$ cat src/rtl/phase_sched.sv
// Request-driven round-robin phase scheduler for the J/P/C crossing.
// Min/max green, yellow and all-red clearance on a prescaled tick.
module phase_sched #(
    parameter int TICK_DIV = 1000,
    parameter int MIN_G    = 5,
    parameter int MAX_G    = 10,
    parameter int YEL      = 3,
    parameter int ALLRED   = 1,
    parameter int CW       = 12
) (
    input  logic       clk,
    input  logic       rst,
    input  logic [2:0] req,
    input  logic       adv,
    input  logic       hold,
    output logic [2:0] grn,
    output logic [2:0] yel,
    output logic [1:0] phase,
    output logic [2:0] pend
);

    typedef enum logic [1:0] {
        S_ALLRED = 2'd0,
        S_GREEN  = 2'd1,
        S_YELLOW = 2'd2
    } state_t;

    localparam logic [CW-1:0] C_TOP = CW'(TICK_DIV - 1);
    localparam logic [CW-1:0] C_MIN = CW'(MIN_G);
    localparam logic [CW-1:0] C_MAX = CW'(MAX_G);
    localparam logic [CW-1:0] C_YEL = CW'(YEL);
    localparam logic [CW-1:0] C_AR  = CW'(ALLRED);

    function automatic logic [2:0] onehot(input logic [1:0] p);
        case (p)
            2'd0:    onehot = 3'b001;
            2'd1:    onehot = 3'b010;
            default: onehot = 3'b100;
        endcase
    endfunction

    function automatic logic [1:0] nxt(input logic [1:0] p);
        nxt = (p == 2'd2) ? 2'd0 : p + 2'd1;
    endfunction

    state_t        state, state_n;
    logic [1:0]    phase_n, p1, p2, win;
    logic [CW-1:0] sec, sec_n, pre, pre_n, n;
    logic [2:0]    pend_n, grn_n, yel_n, mask;
    logic          tick, other, own, enter_g;

    always_comb begin
        state_n = state;
        phase_n = phase;
        sec_n   = sec;
        enter_g = 1'b0;
        tick    = !hold && (pre == C_TOP);
        n       = sec + CW'(1);
        p1      = nxt(phase);
        p2      = nxt(p1);
        other   = |(pend & ~onehot(phase));
        own     = |(req & onehot(phase));

        // Round-robin search starting after the current owner; J rests
        if (|(pend & onehot(p1)))         win = p1;
        else if (|(pend & onehot(p2)))    win = p2;
        else if (|(pend & onehot(phase))) win = phase;
        else                              win = 2'd0;

        if (tick) sec_n = n;

        unique case (state)
            S_ALLRED: begin
                if (tick && n >= C_AR) begin
                    state_n = S_GREEN;
                    phase_n = win;
                    enter_g = 1'b1;
                end
            end
            S_GREEN: begin
                if (tick && n >= C_MAX) sec_n = C_MAX;
                if (adv && other)
                    state_n = S_YELLOW;
                else if (tick && other && n >= C_MIN &&
                         (!own || n >= C_MAX))
                    state_n = S_YELLOW;
            end
            S_YELLOW: begin
                if (tick && n >= C_YEL) state_n = S_ALLRED;
            end
            default: state_n = S_ALLRED;
        endcase

        if (state_n != state) begin
            sec_n = '0;
            pre_n = '0;
        end else if (hold) begin
            pre_n = pre;
        end else if (tick) begin
            pre_n = '0;
        end else begin
            pre_n = pre + CW'(1);
        end

        // The green owner's own request is served by extension, not latched
        mask   = (state == S_GREEN) ? ~onehot(phase) : 3'b111;
        pend_n = pend | (req & mask);
        if (enter_g) pend_n = pend_n & ~onehot(phase_n);

        grn_n = (state_n == S_GREEN)  ? onehot(phase_n) : 3'b000;
        yel_n = (state_n == S_YELLOW) ? onehot(phase_n) : 3'b000;
    end

    always_ff @(posedge clk or negedge rst) begin
        if (!rst) begin
            state <= S_ALLRED;
            phase <= 2'd2;
            sec   <= '0;
            pre   <= '0;
            pend  <= 3'b000;
            grn   <= 3'b000;
            yel   <= 3'b000;
        end else begin
            state <= state_n;
            phase <= phase_n;
            sec   <= sec_n;
            pre   <= pre_n;
            pend  <= pend_n;
            grn   <= grn_n;
            yel   <= yel_n;
        end
    end

endmodule

$ cat config.mk
export PLATFORM = sky130hd
export DESIGN_NAME = phase_sched
export DESIGN_NICKNAME = d
export VERILOG_FILES = /design/src/rtl/phase_sched.sv
export SDC_FILE = /design/constraint.sdc
export NUM_CORES = 1
export LEC_CHECK = 0
export ABC_CLOCK_PERIOD_IN_PS = 6100
export CELL_PAD_IN_SITES_DETAIL_PLACEMENT = 0
export CELL_PAD_IN_SITES_GLOBAL_PLACEMENT = 2
export CORE_MARGIN = 3
export CORE_UTILIZATION = 43
export DETAILED_ROUTE_END_ITERATION = 10
export DONT_BUFFER_PORTS = 1
export GPL_ROUTABILITY_DRIVEN = 0
export GPL_TIMING_DRIVEN = 0
export HOLD_SLACK_MARGIN = 0.1
export PLACE_DENSITY_LB_ADDON = 0.1
export SLEW_MARGIN = 30
export SYNTH_ARGS = -nofsm -noshare
export SYNTH_HDL_FRONTEND = slang
export SYNTH_SLANG_ARGS = --single-unit
$ cat constraint.sdc
create_clock -name clk -period 6.1 [get_ports clk]
set_input_delay 0.61 -clock clk [delete_from_list [all_inputs] [get_ports clk]]
set_output_delay 0.61 -clock clk [all_outputs]
set_load 0.02 [all_outputs]
# Word level (Yosys, flattened, before mapping)
# Cells that the tools add are included.
dict set report totals {
  in_bits 7
  ff_bits 37
  elab_cells 92
}
dict set report classes {
  add_sub_neg 4
  n_eq_ne 13
  n_bitwise 10
  n_mux 33
  magnitude_cmp 4
  reduce_logical 21
}
# operator n
set op_table {}
lappend op_table {{$mux W12} 7}
lappend op_table {{$add A12 B1 Y12 const B} 2}
lappend op_table {{$mux W3} 8}
lappend op_table {{$pmux W3 S2} 4}
lappend op_table {{$mux W2} 11}
lappend op_table {{$and A3 B3 Y3} 7}
lappend op_table {{$reduce_or A3 Y1} 5}
lappend op_table {{$eq A12 B10 Y1 const B} 1}
lappend op_table {{$eq A2 B1 Y1 const B} 6}
lappend op_table {{$ge A12 B1 Y1 const B} 1}
lappend op_table {{$ge A12 B2 Y1 const B} 1}
lappend op_table {{$ge A12 B3 Y1 const B} 1}
lappend op_table {{$ge A12 B4 Y1 const B} 1}
lappend op_table {{$logic_not A2 Y1} 5}
lappend op_table {{$eq A2 B2 Y1 const B} 4}
lappend op_table {{$logic_and A1 B1 Y1} 8}
lappend op_table {{$not A3 Y3} 2}
lappend op_table {{$pmux W2 S3} 1}
lappend op_table {{$add A2 B1 Y2 const B} 2}
lappend op_table {{$or A3 B3 Y3} 1}
lappend op_table {{$logic_not A1 Y1} 2}
lappend op_table {{$mux W1} 2}
lappend op_table {{$ne A2 B1 Y1 const B} 1}
lappend op_table {{$ne A2 B2 Y1} 1}
lappend op_table {{$logic_or A1 B1 Y1} 1}

# Logic depth before layout (Yosys ltp)
dict set report logic_depth {
  ltp_word 24
  mapped_depth 10
  depth_no_buf 8
}

# Worst setup path after synthesis
# OpenSTA, ideal clock, no wires.
dict set report synth_path {
  path_type {flip-flop to flip-flop}
  start {register sec[0]}
  end {register sec[0]}
  period_less_slack_ps 2274
  t_arrival_ps 2153
  path_slack_ps 3826
  stages_incl_launch_ff 10
  setup_ps 121
  cell_sequence {dfrtp_1 > ha_1 > nand3_2 > mux2i_1 > a32o_2 > and3_1 > a211o_1 > a21oi_2 > buf_6 > nor2_2}
}
dict set report synth_via {
  elab_chain_cells 9
  word_cells_on_any_way 21
}
# item line_no
set synth_lines {}
lappend synth_lines {{from (decl)} 48} ;# logic [CW-1:0] sec, sec_n, pre, pre_n, n;
lappend synth_lines {{from (signal assigned)} 126} ;# sec <= sec_n;
lappend synth_lines {{$add A12 B1 Y12} 58} ;# n = sec + CW'(1);
lappend synth_lines {{$ge A12 B3 Y1 / $ge A12 B4 Y1 (equally long branches)} {84, 81, 85}}
lappend synth_lines {{$logic_and A1 B1 Y1 / $logic_or A1 B1 Y1 (equally long branches)} {84, 85}}
lappend synth_lines {{$logic_and A1 B1 Y1} 84} ;# else if (tick && other && n >= C_MIN &&
lappend synth_lines {{$mux W2} 84}
lappend synth_lines {{$mux W2} 82} ;# if (adv && other)
lappend synth_lines {{$pmux W2 S3} 72} ;# unique case (state)
lappend synth_lines {{$ne A2 B2 Y1} 94} ;# if (state_n != state) begin
lappend synth_lines {{$mux W12 *} 94}
lappend synth_lines {{net sec_n[0]} 48}
# Mark *: on every way through the listed nets, which the timed path passes. The rest lies on a longest branch.
# A chain may end at the register's enable or synchronous reset.

# Final worst setup path
dict set report layout_path {
  start {register sec[1]}
  end {register yel[2]}
}
dict set report layout_via {
  elab_chain_cells 9
  word_cells_on_any_way 22
}
# item line_no
set layout_lines {}
lappend layout_lines {{$add A12 B1 Y12 *} 58}
lappend layout_lines {{$ge A12 B3 Y1 / $ge A12 B4 Y1 (equally long branches)} {84, 85}}
lappend layout_lines {{$logic_and A1 B1 Y1 / $logic_or A1 B1 Y1 (equally long branches)} {84, 85}}
lappend layout_lines {{$logic_and A1 B1 Y1} 84}
lappend layout_lines {{$mux W2} 84}
lappend layout_lines {{$mux W2} 82}
lappend layout_lines {{$pmux W2 S3} 72}
lappend layout_lines {{$eq A2 B2 Y1} 111} ;# yel_n = (state_n == S_YELLOW) ? onehot(phase_n) : 3'b000;
lappend layout_lines {{$mux W3 *} 111}
lappend layout_lines {{net yel_n[2]} 49} ;# logic [2:0] pend_n, grn_n, yel_n, mask;
lappend layout_lines {{to (signal assigned)} 130} ;# yel <= yel_n;
lappend layout_lines {{to (decl)} 17} ;# output logic [2:0] yel,
# Marks and branches as above.

==> results.json <==
{
  "min_period_ps": 2580,
  "clkSinkCount": 37,
  "syn_area_um2": 2430,
  "syn-num-nets": 281,
  "grt_pass1_vias": 1884,
  "critPathKind": "flop to flop",
  "cts_tree": "yes",
  "holdBufCountCts": 1,
  "layout_setup_ws_ps": 3520,
  "drt_iter0_markers": 53,
  "worstPathCellList": "ha_1 > nand3_2 > mux2i_1 > a32o_2 > a41o_1 > and3_1 > a21oi_1 > o21ba_1",
  "synth.top_cell.area_share": 0.370,
  "crit_family": "compound AO/OA/AOI/OAI gates",
  "fin_tns_setup_ps": 0,
  "p_per_area_nw_per_um2": 188,
  "post_drt_wl_per_cell_um": 15.4,
  "pre_cts_slack_ps": 3530,
  "cts_max_level": 2,
  "vias": 1863,
  "placed_area_um2": 2520,
  "antennaDiodeCount": 0,
  "hold_viol_final": 0,
  "ys.flop_type": "dfrtp_1",
  "grt_usage": 0.184,
  "cts_buffers": 5,
  "start_kind": "flop",
  "worstPathRequired_ps": 6280,
  "hold_class": "primary input to asynchronous set/reset pin",
  "syn_inst": 268,
  "yosys.area.top_type": "dfrtp_1",
  "clk_latency_ps": 290,
  "status": "finished, final reports clean",
  "via_per_inst": 5.37,
  "overflow": 0,
  "finClkSkew_ps": 7.86,
  "synth_edf_count": 0,
  "wl_um": 5330,
  "placementRows": 26,
  "path_buf_inv": 0,
  "ios": 18,
  "cp_slowest_cell": "dfrtp_1",
  "yosysMostFrequentCell": "dfrtp_1",
  "area_growth_pct": 7.81,
  "die_w_um": 81.3,
  "slowest_delay_ps": 530,
  "rrSetupSlack_ps": 3520,
  "grt_pass1_wl_um": 9320,
  "worstReg2RegStart": "sec[1]",
  "route.detailed.drc": 0,
  "coreArea_um2": 5300,
  "dieArea_um2": 6600,
  "max_slew_margin": 0.660,
  "drive_above_1_share": 0.188,
  "worst_pin_slew_ps": 508,
  "initial_utilization": 0.459,
  "final-setup-viol-count": 0,
  "async_flop_share": 1.00,
  "slew_viol_final": 0,
  "grt_max_degree": 37,
  "post-route-period-util": 0.423,
  "path_clk_slew_ps": 80,
  "synth_seq_cells": 37,
  "yosysUniqueCellTypes": 58,
  "p_leak_nw": 1.14,
  "critPathMaxFanout": 9,
  "ir_worst_vdd_v": 0.000126,
  "synthTopCellsByCount": "dfrtp_1, nand2_1, nor2_1, a21oi_1, xnor2_1",
  "max_freq_ghz": 0.388,
  "ant_nets": 0,
  "final_cell_area_um2": 2630,
  "cap_violations": 0,
  "cts_buffer_depth": 2,
  "syn-mean-instance-area_um2": 9.09,
  "startpoint": "sec[1]",
  "ys_seq_area_frac": 0.381,
  "drt_pass1_iterations": 4,
  "nNetsFinal": 289,
  "io_buffers": 0,
  "rsz0062_at_grt": "false",
  "die_h_um": 81.3,
  "arrival_ps": 2760,
  "post-dp-hpwl_um": 3750,
  "antenna_found_initial": 0,
  "cts_root_buffer": "clkbuf_8",
  "synth_area_leaders": "dfrtp_1, nand2_1, xnor2_1, nor2_1, a21oi_1",
  "synth_warnings": 0,
  "postCtsSetupRepairBufs": 0,
  "cts_resized": 0,
  "cp-end-kind": "flop"
}
## registers in the layout, indices dropped and copies added, names as in the netlist
signal and cells:
pre 12, sec 12, grn 3, pend 3, yel 3, phase 2
state 2
## layout make-up
cell class,count,area (um^2)
multi-input cells,210,1380
well taps,70,87.6
plain buffers,15,105
flip-flops and latches,37,927
clock buffers,6,72.6
clock inverters,2,10.0
repair buffers,1,20.0
inverters,6,22.5
fillers,525,2680
## path summary, 6_finish.rpt
check	end	depth (start not counted)
min reg2reg	pre[1]	2
min in group clk	pend[2]	2
min	sec[0]	1
max	yel[2]	8
max reg2reg	yel[2]	8
max in group asynchronous	pre[4]	1
## placed cells by master, fill, tap and decap left out, types with 5 or more instances in the layout
| master | synthesis | routed |
|---|---|---|
| inv_1 | 6 | 6 |
| nor3_2 | 6 | 6 |
| nor2_1 | 26 | 26 |
| nand2_1 | 33 | 33 |
| a21oi_1 | 18 | 18 |
| nor3_1 | 7 | 7 |
| nor2_2 | 10 | 10 |
| buf_2 | 6 | 6 |
| dfrtp_1 | 36 | 36 |
| and3_1 | 7 | 7 |
| nand3_1 | 5 | 5 |
| xnor2_1 | 13 | 13 |
| buf_6 | 5 | 5 |
| clkbuf_8 | 0 | 5 |
| xor2_1 | 10 | 10 |
| o21ai_0 | 7 | 7 |
| ha_1 | 6 | 6 |
## where the power goes
group | total (mW) | leakage, nW | switching, mW | internal, mW
Sequential | 0.280 | 0.483 | 0.0192 | 0.261
Clock | 0.166 | 0.0450 | 0.0870 | 0.0792
Combinational | 0.0467 | 0.613 | 0.0247 | 0.0220
Total | 0.493 | 1.14 | 0.131 | 0.362
## per-layer routing
layer  track usage  wire (um)  vias to the layer above
met3        0.0333         93                        6
met1         0.259       2720                      893
met2         0.291       2450                       16
li1              -          -                      948
met5             0          0                        -
met4        0.0456         61                        0
## cells by family after synthesis
logic type / Yosys count / share of synthesized area
xor+xnor: 23 / 0.0827
mux: 3 / 0.0144
simple gates: 126 / 0.286
buf+inv: 21 / 0.0524
flops: 37 / 0.381
fa+ha+maj: 6 / 0.0308
compound gates: 52 / 0.153
## stage by stage
| step | hold slack [ps] | cells | utilization | power (mW) |
|---|---|---|---|---|
| after floorplan | 314 | 268 | - | 0.316 |
| after global placement | 315 | 338 | 0.476 | 0.326 |
| after detailed placement | 316 | 338 | 0.476 | 0.327 |
| after CTS | 148 | 347 | 0.495 | 0.503 |
| after global routing | 140 | 347 | 0.495 | 0.522 |
| final | 154 | 347 | 0.495 | 0.493 |
## worst register-to-register path, stage by stage, from the launching register on
cell and delay (ps):
dfrtp_1 530, ha_1 320, nand3_2 210, mux2i_1 170, a32o_2 300, a41o_1 220
and3_1 200, a21oi_1 310, o21ba_1 210
Note: power is estimated with default switching activity, not from simulation.
